--- src/rtl/pcie_rq_mux.sv ---
// pcie_rq_mux: packet-atomic round-robin merge of the NVMe read-request and
// write engines into one RQ stream, registered through a 2-entry skid buffer.
module pcie_rq_mux #(
  parameter int C_DATA_WIDTH        = 128,
  parameter int AXI4_RQ_TUSER_WIDTH = 62,
  parameter int KEEP_WIDTH          = C_DATA_WIDTH / 32,
  parameter int CNT_WIDTH           = 16
) (
  input  logic                           user_clk,
  input  logic                           user_reset_n,
  input  logic                           user_lnk_up,

  input  logic [C_DATA_WIDTH-1:0]        s0_rq_tdata,
  input  logic [AXI4_RQ_TUSER_WIDTH-1:0] s0_rq_tuser,
  input  logic [KEEP_WIDTH-1:0]          s0_rq_tkeep,
  input  logic                           s0_rq_tlast,
  input  logic                           s0_rq_tvalid,
  output logic                           s0_rq_tready,

  input  logic [C_DATA_WIDTH-1:0]        s1_rq_tdata,
  input  logic [AXI4_RQ_TUSER_WIDTH-1:0] s1_rq_tuser,
  input  logic [KEEP_WIDTH-1:0]          s1_rq_tkeep,
  input  logic                           s1_rq_tlast,
  input  logic                           s1_rq_tvalid,
  output logic                           s1_rq_tready,

  output logic [C_DATA_WIDTH-1:0]        m_rq_tdata,
  output logic [AXI4_RQ_TUSER_WIDTH-1:0] m_rq_tuser,
  output logic [KEEP_WIDTH-1:0]          m_rq_tkeep,
  output logic                           m_rq_tlast,
  output logic                           m_rq_tvalid,
  input  logic [3:0]                     m_rq_tready,

  output logic [CNT_WIDTH-1:0]           pkt_cnt0,
  output logic [CNT_WIDTH-1:0]           pkt_cnt1
);

  localparam int BEAT_W = C_DATA_WIDTH + AXI4_RQ_TUSER_WIDTH + KEEP_WIDTH + 1;

  typedef enum logic [1:0] {
    IDLE = 2'd0,
    GNT0 = 2'd1,
    GNT1 = 2'd2
  } state_t;

  state_t               state;
  logic                 rr_ptr;
  logic [BEAT_W-1:0]    head_beat;
  logic [BEAT_W-1:0]    skid_beat;
  logic [BEAT_W-1:0]    in_beat;
  logic                 head_valid;
  logic                 skid_valid;
  logic [CNT_WIDTH-1:0] cnt0_q;
  logic [CNT_WIDTH-1:0] cnt1_q;
  logic                 acc0;
  logic                 acc1;
  logic                 acc0_last;
  logic                 acc1_last;
  logic                 push;
  logic                 pop;
  logic                 unused_ready;

  // The skid entry is only ever occupied behind the head entry, so "full" is
  // just skid_valid; ready never sees m_rq_tready combinationally.
  assign s0_rq_tready = (state == GNT0) && !skid_valid;
  assign s1_rq_tready = (state == GNT1) && !skid_valid;

  assign acc0      = s0_rq_tvalid && s0_rq_tready;
  assign acc1      = s1_rq_tvalid && s1_rq_tready;
  assign acc0_last = acc0 && s0_rq_tlast;
  assign acc1_last = acc1 && s1_rq_tlast;
  assign push      = acc0 || acc1;
  assign pop       = head_valid && m_rq_tready[0];

  assign in_beat = (state == GNT1) ?
                   {s1_rq_tdata, s1_rq_tuser, s1_rq_tkeep, s1_rq_tlast} :
                   {s0_rq_tdata, s0_rq_tuser, s0_rq_tkeep, s0_rq_tlast};

  assign {m_rq_tdata, m_rq_tuser, m_rq_tkeep, m_rq_tlast} = head_beat;
  assign m_rq_tvalid = head_valid;
  assign pkt_cnt0    = cnt0_q;
  assign pkt_cnt1    = cnt1_q;

  assign unused_ready = ^m_rq_tready[3:1];

  always_ff @(posedge user_clk or negedge user_reset_n) begin
    if (!user_reset_n) begin
      state  <= IDLE;
      rr_ptr <= 1'b0;
    end else begin
      case (state)
        IDLE: begin
          if (user_lnk_up) begin
            if (s0_rq_tvalid && (!s1_rq_tvalid || !rr_ptr)) begin
              state <= GNT0;
            end else if (s1_rq_tvalid) begin
              state <= GNT1;
            end
          end
        end
        GNT0: begin
          if (acc0_last) begin
            state  <= IDLE;
            rr_ptr <= 1'b1;
          end
        end
        GNT1: begin
          if (acc1_last) begin
            state  <= IDLE;
            rr_ptr <= 1'b0;
          end
        end
        default: state <= IDLE;
      endcase
    end
  end

  // Head register drives m_rq_*; the skid register catches the one beat that
  // can arrive after the sink stalls, before ready drops.
  always_ff @(posedge user_clk or negedge user_reset_n) begin
    if (!user_reset_n) begin
      head_beat  <= '0;
      skid_beat  <= '0;
      head_valid <= 1'b0;
      skid_valid <= 1'b0;
    end else begin
      case ({push, pop})
        2'b10: begin
          if (!head_valid) begin
            head_beat  <= in_beat;
            head_valid <= 1'b1;
          end else begin
            skid_beat  <= in_beat;
            skid_valid <= 1'b1;
          end
        end
        2'b01: begin
          if (skid_valid) begin
            head_beat  <= skid_beat;
            skid_valid <= 1'b0;
          end else begin
            head_valid <= 1'b0;
          end
        end
        2'b11: begin
          if (skid_valid) begin
            head_beat <= skid_beat;
            skid_beat <= in_beat;
          end else begin
            head_beat <= in_beat;
          end
        end
        default: ;
      endcase
    end
  end

  always_ff @(posedge user_clk or negedge user_reset_n) begin
    if (!user_reset_n) begin
      cnt0_q <= '0;
      cnt1_q <= '0;
    end else begin
      if (acc0_last) begin
        cnt0_q <= cnt0_q + 1'b1;
      end
      if (acc1_last) begin
        cnt1_q <= cnt1_q + 1'b1;
      end
    end
  end

endmodule

--- config.mk ---
export PLATFORM = sky130hd
export DESIGN_NAME = pcie_rq_mux
export DESIGN_NICKNAME = d
export VERILOG_FILES = /design/src/rtl/pcie_rq_mux.sv
export SDC_FILE = /design/constraint.sdc
export NUM_CORES = 1
export LEC_CHECK = 0
export CORE_AREA = 2 2 245 247
export CTS_CLUSTER_DIAMETER = 120
export DETAILED_ROUTE_END_ITERATION = 10
export DIE_AREA = 0 0 247 249
export PLACE_DENSITY_LB_ADDON = 0.05
export SYNTH_ARGS = -nofsm -noshare
export SYNTH_HDL_FRONTEND = slang
export SYNTH_SLANG_ARGS = --single-unit
--- constraint.sdc ---
create_clock -name user_clk -period 4.1 [get_ports user_clk]
set_clock_uncertainty 0.05 [all_clocks]
set_input_delay 0.82 -clock user_clk [delete_from_list [all_inputs] [get_ports user_clk]]
set_output_delay 0.82 -clock user_clk [all_outputs]
set_load 0.01 [all_outputs]
# After elaboration in Yosys (flattened, before gate mapping)
# Cells that the tools add are included.
[word_totals]
out_inout_bits = 230
in_bits = 399
ff_bits = 427
word_cells = 69
[op_classes]
n_mux = 21
n_addsub = 2
eq_ne = 14
n_reduce_logical = 24
[op_table]
columns = ["cell", "n"]
rows = [
  ["$mux W195", 6],
  ["$pmux W195 S3", 1],
  ["$pmux W195 S2", 1],
  ["$add A16 B1 Y16 const B", 2],
  ["$ne A2 B2 Y1 const B", 8],
  ["$mux W2", 5],
  ["$reduce_and A3 Y1", 3],
  ["$logic_and A1 B1 Y1", 8],
  ["$eq A2 B2 Y1 const B", 3],
  ["$pmux W1 S2", 3],
  ["$pmux W2 S3", 1],
  ["$reduce_bool A2 Y1", 3],
  ["$eq A2 B1 Y1 const B", 2],
  ["$mux W1", 4],
  ["$reduce_and A2 Y1", 2],
  ["$reduce_and A4 Y1", 1],
  ["$logic_not A1 Y1", 3],
  ["$ne A3 B3 Y1 const B", 1],
  ["$reduce_bool A3 Y1", 1],
  ["$logic_not A2 Y1", 1],
  ["$logic_or A1 B1 Y1", 2],
]

# Depth between registers and ports, before layout
# Gate-level depths: netlist (run 1).
[depth]
ltp_word = 7
mapped_depth = 9
ltp_nobuf = 5

# Worst setup path after synthesis (run 1)
# No wires, ideal clock.
[synth_timing]
path_type = "flip-flop to output port"
from = "reg state[0]"
to = "out s1_rq_tready"
path_stages_with_launch = 8
t_arrival_ns = 1.449
slack_ns = 1.781
cell_sequence = "dfrtp_1 -> buf_2 -> nand2b_1 -> buf_2 -> buf_4 -> buf_2 -> clkbuf_1 -> nor2_1"
[synth_between]
elab_chain_len = 2
[synth_lines]
columns = ["element", "line", "source"]
rows = [
  ["from (decl)", "46", "state_t state;"],
  ["from (signal assigned)", "88", "state <= IDLE;"],
  ["from (signal assigned)", "95", "state <= GNT0;"],
  ["from (signal assigned)", "97", "state <= GNT1;"],
  ["$eq A2 B2 Y1", "66", "assign s1_rq_tready = (state == GNT1) && !skid_valid;"],
  ["$logic_and A1 B1 Y1", "66", ""],
  ["to (decl)", "25", "output logic s1_rq_tready,"],
]
# Every way passes these cells.

# Final worst setup path (run 1)
[layout_timing]
from = "reg state[1]"
to = "out s1_rq_tready"
# Same word-level chain as after synthesis.

==> results.md, run 1 <==
* Syn Inst Count at 1889
* Gr ovfl total at 0
* Top Family by Delay on Critical Path: flip-flops
* Maximum VDD drop at 0.000411 V
* Starting density of the core at 33.4%
* Starting DRC count in detailed routing at 813
* Synth Cell Area at 19600 um2
* Most frequent cells in the layout: clkdlybuf4s50_1, dfrtp_1, a21oi_1
* Yosys Warn Count at 0
* Critical path startpoint: state[1]$_DFFE_PN0P_
* DRC viols at 0
* Core ar. at 58700 um2
* Status: finished clean
* Power Density at 752 nW/um2
* Worst Setup Start Kind: flip-flop
* WS Path Type: reg -> out
* Area delta synth->final at 44.2%
* Max Slew Vio Count at 0
* Critical path arrival at 2330 ps
* H-tree depth at 2
* Adder-cell share of the synthesized area at 0.128%
* Pint at 13.4 mW
* RSZ-0062 raised after global routing: false
* Buffer depth of the longest clock path at 3
* Leakage at 11.7 nW
* Ys async rst share at 100%
* Worst slew pin tran at 1200 ps
* CTS Hold Buffers Added at 0
* Tcrit/Tclk final at 78.1%
* Die area at 61500 um2
* Post-DRT Antenna Nets at 0
* Largest family of logic cells by synthesized area: compound AO/OA/AOI/OAI gates
* Drt first pass iters at 5
* Clock Latency Late Sink at 590 ps
* Row count at 89
* Post-DP HPWL at 47000 um
* Global-route wire length before repair at 105000 um
* Die Span X at 247 um
* Final hold violation count at 0
* Switch Pwr at 7.84 mW
* CP endpoint kind: output pin
* Fmax at 0.312 GHz
* Post-synth EDFFs at 0
* Pin count of the biggest net entering global routing at 136
* Nets at 2840
* Max Cap Viol at 0
* GRT Resource Usage Total at 22.1%
* Via Count at 16700
* Root buf cell: clkbuf_16
* Syn nets at 2290
* Synth Area per Inst at 10.4 um2
* Worst-path clk slew at 60 ps
* Post-synthesis compound-gate area fraction at 17.5%
* Via density at 5.13
* IO Count at 629
* Post-synthesis sequential area ratio at 54.6%
* CP Data Required Time at 3230 ps
* Final core area utilization at 48.1%
* Relative slew slack at 20.2%
* Mux cell area share after synthesis at 13.2%
* GP Congestion at 0.822
* DRT Wirelength at 70300 um
* WL/cell at 21.6 um
* Commonest non-fill, non-tap cell in the layout: clkdlybuf4s50_1
* Hold WC Path Type: in -> async
* CP peak stage delay at 590 ps
* PostCTS Resize Cnt at 0
* Xor/xnor cell area share of the yosys netlist at 1.34%
* R2R Path Start: state[1]$_DFFE_PN0P_
* Crit path cell chain: nand2b_4 > nor2_1 > clkdlybuf4s50_1
* Die Y at 249 um
* Clock share of power at 21.2%
* Netlist cell types at 39
* CTS tree: built
* Setup TNS after final layout at 0 ps
* Critical path buffer and inverter count at 1
* Critical-path maximum fanout at 10
* Power share of the combinational group at 44.2%
* Initial antenna violation count at 16
* Seq pwr share at 34.6%
* IO buf count at 625
* CTS Sinks at 427
* Min Tclk post-route at 3200 ps
* Synth Register Bits at 427
* Postcts setup bufs at 0
* Proportion of layout cells with a drive suffix above 1 at 11.7%
* Sw frac at 36.9%
* CTS Buf Count at 50
* Simple-gate share of the synthesized area at 9.44%
* CP max stage cell: dfrtp_1
* Via count of the first global-routing pass at 17000
* Fillers at 5448
* Main synth FF type: dfrtp_1
* Setup violators final at 0
-- power groups by stage --
| stage | Sequential, mW | Combinational (mW) | Clock, mW |
|---|---|---|---|
| 3_5_place_dp | 7.39 | 9.53 | 0 |
| 5_1_grt | 7.59 | 10.2 | 4.79 |
| 2_1_floorplan | 7.62 | 4.67 | 0 |
| 4_1_cts | 7.34 | 9.54 | 4.62 |
| 6_report | 7.34 | 9.39 | 4.49 |
| 3_3_place_gp | 7.29 | 9.36 | 0 |
-- synth_stat cells, types with 8 or more instances --
master	number	share of area [%]
mux2_2	166	9.5
buf_1	8	0.15
clkbuf_1	62	1.2
o32a_1	28	1.4
xor2_1	9	0.40
and2_1	28	0.89
nand3_1	9	0.23
nand4_1	8	0.26
buf_4	11	0.42
a21oi_1	336	8.6
nand2_1	104	2.0
o2bb2ai_1	13	0.58
o22ai_1	100	3.2
mux2i_1	72	3.7
a31oi_1	41	1.3
buf_2	75	1.9
xnor2_1	21	0.94
dfrtp_1	427	55
nor2_1	249	4.8
o21ai_0	82	2.1
-- per-stage QoR --
step	setup WS, ps	instances	power, mW	instance area, um2	hold slack, ps
after global routing	782	3251	22.6	28200	149
final	896	3255	21.2	28200	121
after floorplan	1780	1889	12.3	19600	431
after global placement	841	3160	16.7	26600	409
after CTS	846	3247	21.5	28200	132
after detailed placement	789	3160	16.9	26600	421
-- registers in the layout (all words and copies together) (netlist names) --
register / count
head_beat: 195
m_rq_tvalid: 1
pkt_cnt0: 16
pkt_cnt1: 16
rr_ptr: 1
skid_beat: 195
skid_valid: 1
state: 2
-- metal layers --
metal  track usage, %  wire [um]  up-vias
met1             28.0      28900     8327
met3             6.13       5150      100
li1                 -          -     7843
met5                0        110        -
met4             6.52       1750       16
met2             36.7      34400      425
-- path summary, 6_finish.rpt --
| check | end | slack [ps] | depth (start not counted) |
|---|---|---|---|
| worst max-delay path | s1_rq_tready | 900 | 3 |
| worst min-delay path | head_beat[72]$_DFFE_PN0P_ | 120 | 1 |
| worst max register to register | head_beat[49]$_DFFE_PN0P_ | 1480 | 6 |
| worst min register to register | pkt_cnt0[15]$_DFFE_PN0P_ | 420 | 1 |
| max in group asynchronous | skid_beat[159]$_DFFE_PN0P_ | 2790 | 2 |
| min in group user_clk | pkt_cnt0[15]$_DFFE_PN0P_ | 420 | 1 |
-- final cells by class --
type / count / area (um2) / area share, %
clock inverters: 16 / 186 / 0.660
repair buffers: 654 / 6680 / 23.6
flip-flops and latches: 427 / 10700 / 37.8
well taps: 773 / 967 / 3.42
diodes: 8 / 20.0 / 0.0709
clock buffers: 71 / 1460 / 5.17
multi-input cells: 1301 / 8230 / 29.1
inverters: 5 / 18.8 / 0.0665
-- cells by family after synthesis --
group,Yosys count
AO/OA/AOI/OAI,604
XOR/XNOR,30
adder cells (fa/ha/maj),2
buffers and inverters,161
flip-flops,427
multiplexers,238
AND/OR/NAND/NOR,427
(Power assumes the default switching activity.)
==> run 2: changes to the inputs <==
- clock period: 4.1 -> 3.3 ns (I/O delays scaled with it)
==> results.md, run 2 (synthesis gave the netlist of run 1 again) <==
* R2R Path Start: state[1]$_DFFE_PN0P_
* Tcrit/Tclk final at 92.0%
* Fillers at 5396
* Status: finished clean
* Setup TNS after final layout at 0 ps
* Clock Latency Late Sink at 580 ps
* Via count of the first global-routing pass at 17300
* Core ar. at 58700 um2
* Final instance area at 28300 um2
* Pin count of the biggest net entering global routing at 96
* CP Data Required Time at 2590 ps
* Pwr Total at 26.1 mW
* DRC viols at 0
* CP max stage cell: clkdlybuf4s50_1
* Power Density at 920 nW/um2
* Dpl cell area at 26800 um2
* WS Path Type: reg -> out
* Met1 WL at 28800 um
* Worst-path clk slew at 60 ps
* Proportion of layout cells with a drive suffix above 1 at 12.1%
* Die Span X at 247 um
* GP Congestion at 0.816
* Sw frac at 37.1%
* CP peak stage delay at 580 ps
* Final WS setup at 265 ps
* Postcts setup bufs at 0
* Critical path arrival at 2330 ps
* Drt first pass iters at 5
* Via density at 5.13
* Row count at 89
* Met2 WL post-DR at 34000 um
* Area delta synth->final at 44.8%
* Setup violators final at 0
* Die Y at 249 um
* Leakage at 11.8 nW
* Hold WC Path Type: in -> async
* H-tree depth at 2
* Maximum VDD drop at 0.000749 V
* Via Count at 16800
* Place WS at 234 ps
* CTS Buf Count at 48
* Nets at 2857
* Fmax at 0.329 GHz
* CP endpoint kind: output pin
* CTS tree: built
* Min Tclk post-route at 3040 ps
* Switch Pwr at 9.68 mW
* CTS Hold Buffers Added at 0
* DRT Wirelength at 70100 um
* GRT Resource Usage Total at 22.3%
* Pint at 16.4 mW
* Worst Setup Start Kind: flip-flop
* Max Slew Vio Count at 0
* Die area at 61500 um2
* Critical-path maximum fanout at 10
* Multi-input gate area at 8230 um2
* Most frequent cells in the layout: clkdlybuf4s50_1, dfrtp_1, a21oi_1
* Buffer depth of the longest clock path at 3
* Initial antenna violation count at 18
* Relative slew slack at 22.1%
* Final core area utilization at 48.3%
* PostCTS Resize Cnt at 0
* WL/cell at 21.4 um
* Seq pwr share at 34.9%
* Reg area at 10700 um2
* Global-route wire length before repair at 106000 um
* Post-DRT Antenna Nets at 0
* Max Cap Viol at 0
* Top Registers: head_beat x195, skid_beat x195
* Clock share of power at 19.9%
* Worst slew pin tran at 1170 ps
* Worst r2r path cells at 6
* Commonest non-fill, non-tap cell in the layout: clkdlybuf4s50_1
* IO buf count at 625
* Final hold violation count at 0
* Power share of the combinational group at 45.2%
* Starting DRC count in detailed routing at 881
* Top Metal Used: met5
* Post-DP HPWL at 47800 um
* Routed wl met3 at 5320 um
* Starting density of the core at 33.4%
* CTS Sinks at 427
* Gr ovfl total at 0
* Root buf cell: clkbuf_16
* Crit path cell chain: or3b_1 > inv_1 > clkdlybuf4s50_1
* IO Count at 629
* RSZ-0062 raised after global routing: false
* Critical path startpoint: state[1]$_DFFE_PN0P_
==> run 2: final cells by class <==
type                       instances  share of cell area, %
antenna                           11                 0.0971
clock buffer                      76                   5.18
clock inverter                     9                  0.207
inverter                           5                 0.0662
multi-input combinational       1301                   29.0
sequential                       427                   37.7
tap                              773                   3.41
timing repair buffer             673                   24.3
==> run 2: worst max-delay path: cells and delay by family (launching register included) <==
| family | cells | cell delay (ps) |
|---|---|---|
| flops | 1 | 520 |
| buf+inv | 2 | 670 |
| simple gates | 1 | 570 |
==> run 2: final timing paths <==
kind                       slack, ps                         end
setup / recovery                 260                s0_rq_tready
hold / removal                    10   head_beat[68]$_DFFE_PN0P_
setup reg to reg                 760   head_beat[48]$_DFFE_PN0P_
hold reg to reg                  430    pkt_cnt1[15]$_DFFE_PN0P_
max in group asynchronous       2280  skid_beat[153]$_DFFE_PN0P_
min in group user_clk            430    pkt_cnt1[15]$_DFFE_PN0P_
==> run 2: metrics by stage <==
| stage | std cells | hold slack, ps |
|---|---|---|
| 4_1_cts | 3264 | 6.45 |
| 2_1_floorplan | 1889 | 314 |
| 5_1_grt | 3269 | 34.2 |
| 6_report | 3275 | 11.2 |
| 3_3_place_gp | 3179 | 409 |
| 3_5_place_dp | 3179 | 420 |
==> run 2: power by group through the flow <==
stage | logic (mW) | clock network, mW | registers (mW)
floorplan | 5.80 | 0 | 9.47
global placement | 11.7 | 0 | 9.06
detailed placement | 12.0 | 0 | 9.17
CTS | 12.0 | 5.35 | 9.11
global route | 12.8 | 5.57 | 9.43
finish | 11.8 | 5.18 | 9.11
==> run 2: layer usage <==
metal,vias up,track usage (%)
met2,484,36.3
li1,7873,-
met1,8335,28.7
met3,105,6.10
met4,16,7.25
met5,-,0
==> run 3: changes to the inputs <==
- PLACE_DENSITY_LB_ADDON: 0.05 -> unset
- clock period: 3.3 -> 2.85 ns (I/O delays scaled with it)
==> results.md, run 3 (synthesis gave the netlist of run 1 again) <==
* Status: finished clean
* Sw frac at 36.9%
* Placed Cells at 3184
* Post-DRT Antenna Nets at 0
* Drt first pass iters at 5
* Clock Latency Late Sink at 580 ps
* Final hold violation count at 0
* Die Span X at 247 um
* Max Slew Vio Count at 0
* Power Density at 1070 nW/um2
* Setup TNS after final layout at 0 ps
* Worst reg-to-reg setup slack at 620 ps
* IO Count at 629
* Core ar. at 58700 um2
* Postcts setup bufs at 0
* Tcrit/Tclk final at 95.5%
* Seq pwr share at 34.8%
* Critical-path maximum fanout at 9
* Gr ovfl total at 0
* Starting density of the core at 33.4%
* Commonest non-fill, non-tap cell in the layout: clkdlybuf4s50_1
* WL/cell at 20.8 um
* DRC viols at 0
* Via count of the first global-routing pass at 17400
* GP Congestion at 0.828
* Clock share of power at 20.6%
* Post-DP HPWL at 47200 um
* Relative slew slack at 47.4%
* CTS Sinks at 427
* Setup violators final at 0
* WS Path Type: reg -> out
* Pint at 19.2 mW
* CP Data Required Time at 2230 ps
* DRT Wirelength at 68100 um
* Pin count of the biggest net entering global routing at 119
* RSZ-0062 raised after global routing: false
* Die area at 61500 um2
* Nets at 2864
* Global-route wire length before repair at 103000 um
* Dpl cell area at 26900 um2
* Final instance area at 28500 um2
* Initial antenna violation count at 5
* Starting DRC count in detailed routing at 949
* Proportion of layout cells with a drive suffix above 1 at 12.9%
* H-tree depth at 2
* Area delta synth->final at 45.8%
* Switch Pwr at 11.3 mW
* Critical path arrival at 2100 ps
* Worst Setup Start Kind: flip-flop
* Root buf cell: clkbuf_16
* Fmax at 0.368 GHz
* GRT Resource Usage Total at 21.4%
* Top Registers: head_beat x195, skid_beat x195
* Max Cap Viol at 0
* Maximum VDD drop at 0.000622 V
* CP endpoint kind: output pin
* Via Count at 16900
* Die Y at 249 um
* CTS tree: built
* Worst-path clk slew at 60 ps
* IO buf count at 625
* CTS Buf Count at 49
* Via density at 5.17
* Row count at 89
* Most frequent cells in the layout: clkdlybuf4s50_1, dfrtp_1, a21oi_1
* Non-filler cells, final at 3277
* Buffer depth of the longest clock path at 3
* Leakage at 11.9 nW
* Pwr Total at 30.5 mW
* Power share of the combinational group at 44.6%
* Hold WC Path Type: reg -> reg
* Worst slew pin tran at 789 ps
* Min Tclk post-route at 2720 ps
[run 3: power groups by stage]
stage / Clock (mW) / Combinational [mW] / Sequential [mW]
after global placement: 0 / 13.5 / 10.5
after CTS: 6.45 / 13.8 / 10.6
after floorplan: 0 / 6.71 / 11.0
final: 6.27 / 13.6 / 10.6
after detailed placement: 0 / 13.8 / 10.7
after global routing: 6.68 / 14.8 / 11.0
[run 3: cell type report]
class                   instances  area (um2)
inverters                       5        18.8
repair buffers                679        7030
diodes                          2        5.00
fillers                      5277       30100
clock buffers                  66        1410
clock inverters                24         190
flip-flops and latches        427       10700
multi-input cells            1301        8230
well taps                     773         967
[run 3: per-layer routing]
layer | wire [um] | share of wire [%] | up-vias | track usage [%]
li1 | - | - | 7887 | -
met1 | 28100 | 41 | 8434 | 27.0
met2 | 33600 | 49 | 496 | 36.1
met3 | 4180 | 6.1 | 110 | 4.21
met4 | 2120 | 3.1 | 6 | 7.85
met5 | 41 | 0.060 | - | 0
[run 3: worst paths after layout]
| kind | endpoint | startpoint | cells past startpoint |
|---|---|---|---|
| setup / recovery | s1_rq_tready | state[0]$_DFFE_PN0P_ | 4 |
| hold / removal | pkt_cnt0[15]$_DFFE_PN0P_ | pkt_cnt0[15]$_DFFE_PN0P_ | 1 |
| setup reg to reg | skid_beat[80]$_DFFE_PN0P_ | state[1]$_DFFE_PN0P_ | 6 |
| hold reg to reg | pkt_cnt0[15]$_DFFE_PN0P_ | pkt_cnt0[15]$_DFFE_PN0P_ | 1 |
| max in group asynchronous | skid_beat[112]$_DFFE_PN0P_ | user_reset_n | 4 |
| min in group asynchronous | skid_beat[42]$_DFFE_PN0P_ | user_reset_n | 2 |
[run 3: metrics by stage]
| step | utilization [%] | setup WS (ps) | hold WS, ps |
|---|---|---|---|
| floorplan | - | 781 | 224 |
| global placement | 45.9 | 58.8 | 409 |
| detailed placement | 45.9 | 46.0 | 414 |
| CTS | 48.6 | 7.82 | 425 |
| global route | 48.6 | 30.3 | 433 |
| finish | 48.6 | 129 | 418 |
[run 3: worst max-delay path, cell delays in order, from the launching register on]
cell and delay, ps:
dfrtp_2 490, nand2b_4 210, nor2_2 120, buf_4 160
clkdlybuf4s50_1 560
[run 3: repair_timing]
action	4_1_cts	5_1_grt
resized for setup	4	1
endpoints found under the hold margin	48	0
hold buffers	1	0
setup endpoints to repair	2	1
cloned	0	0
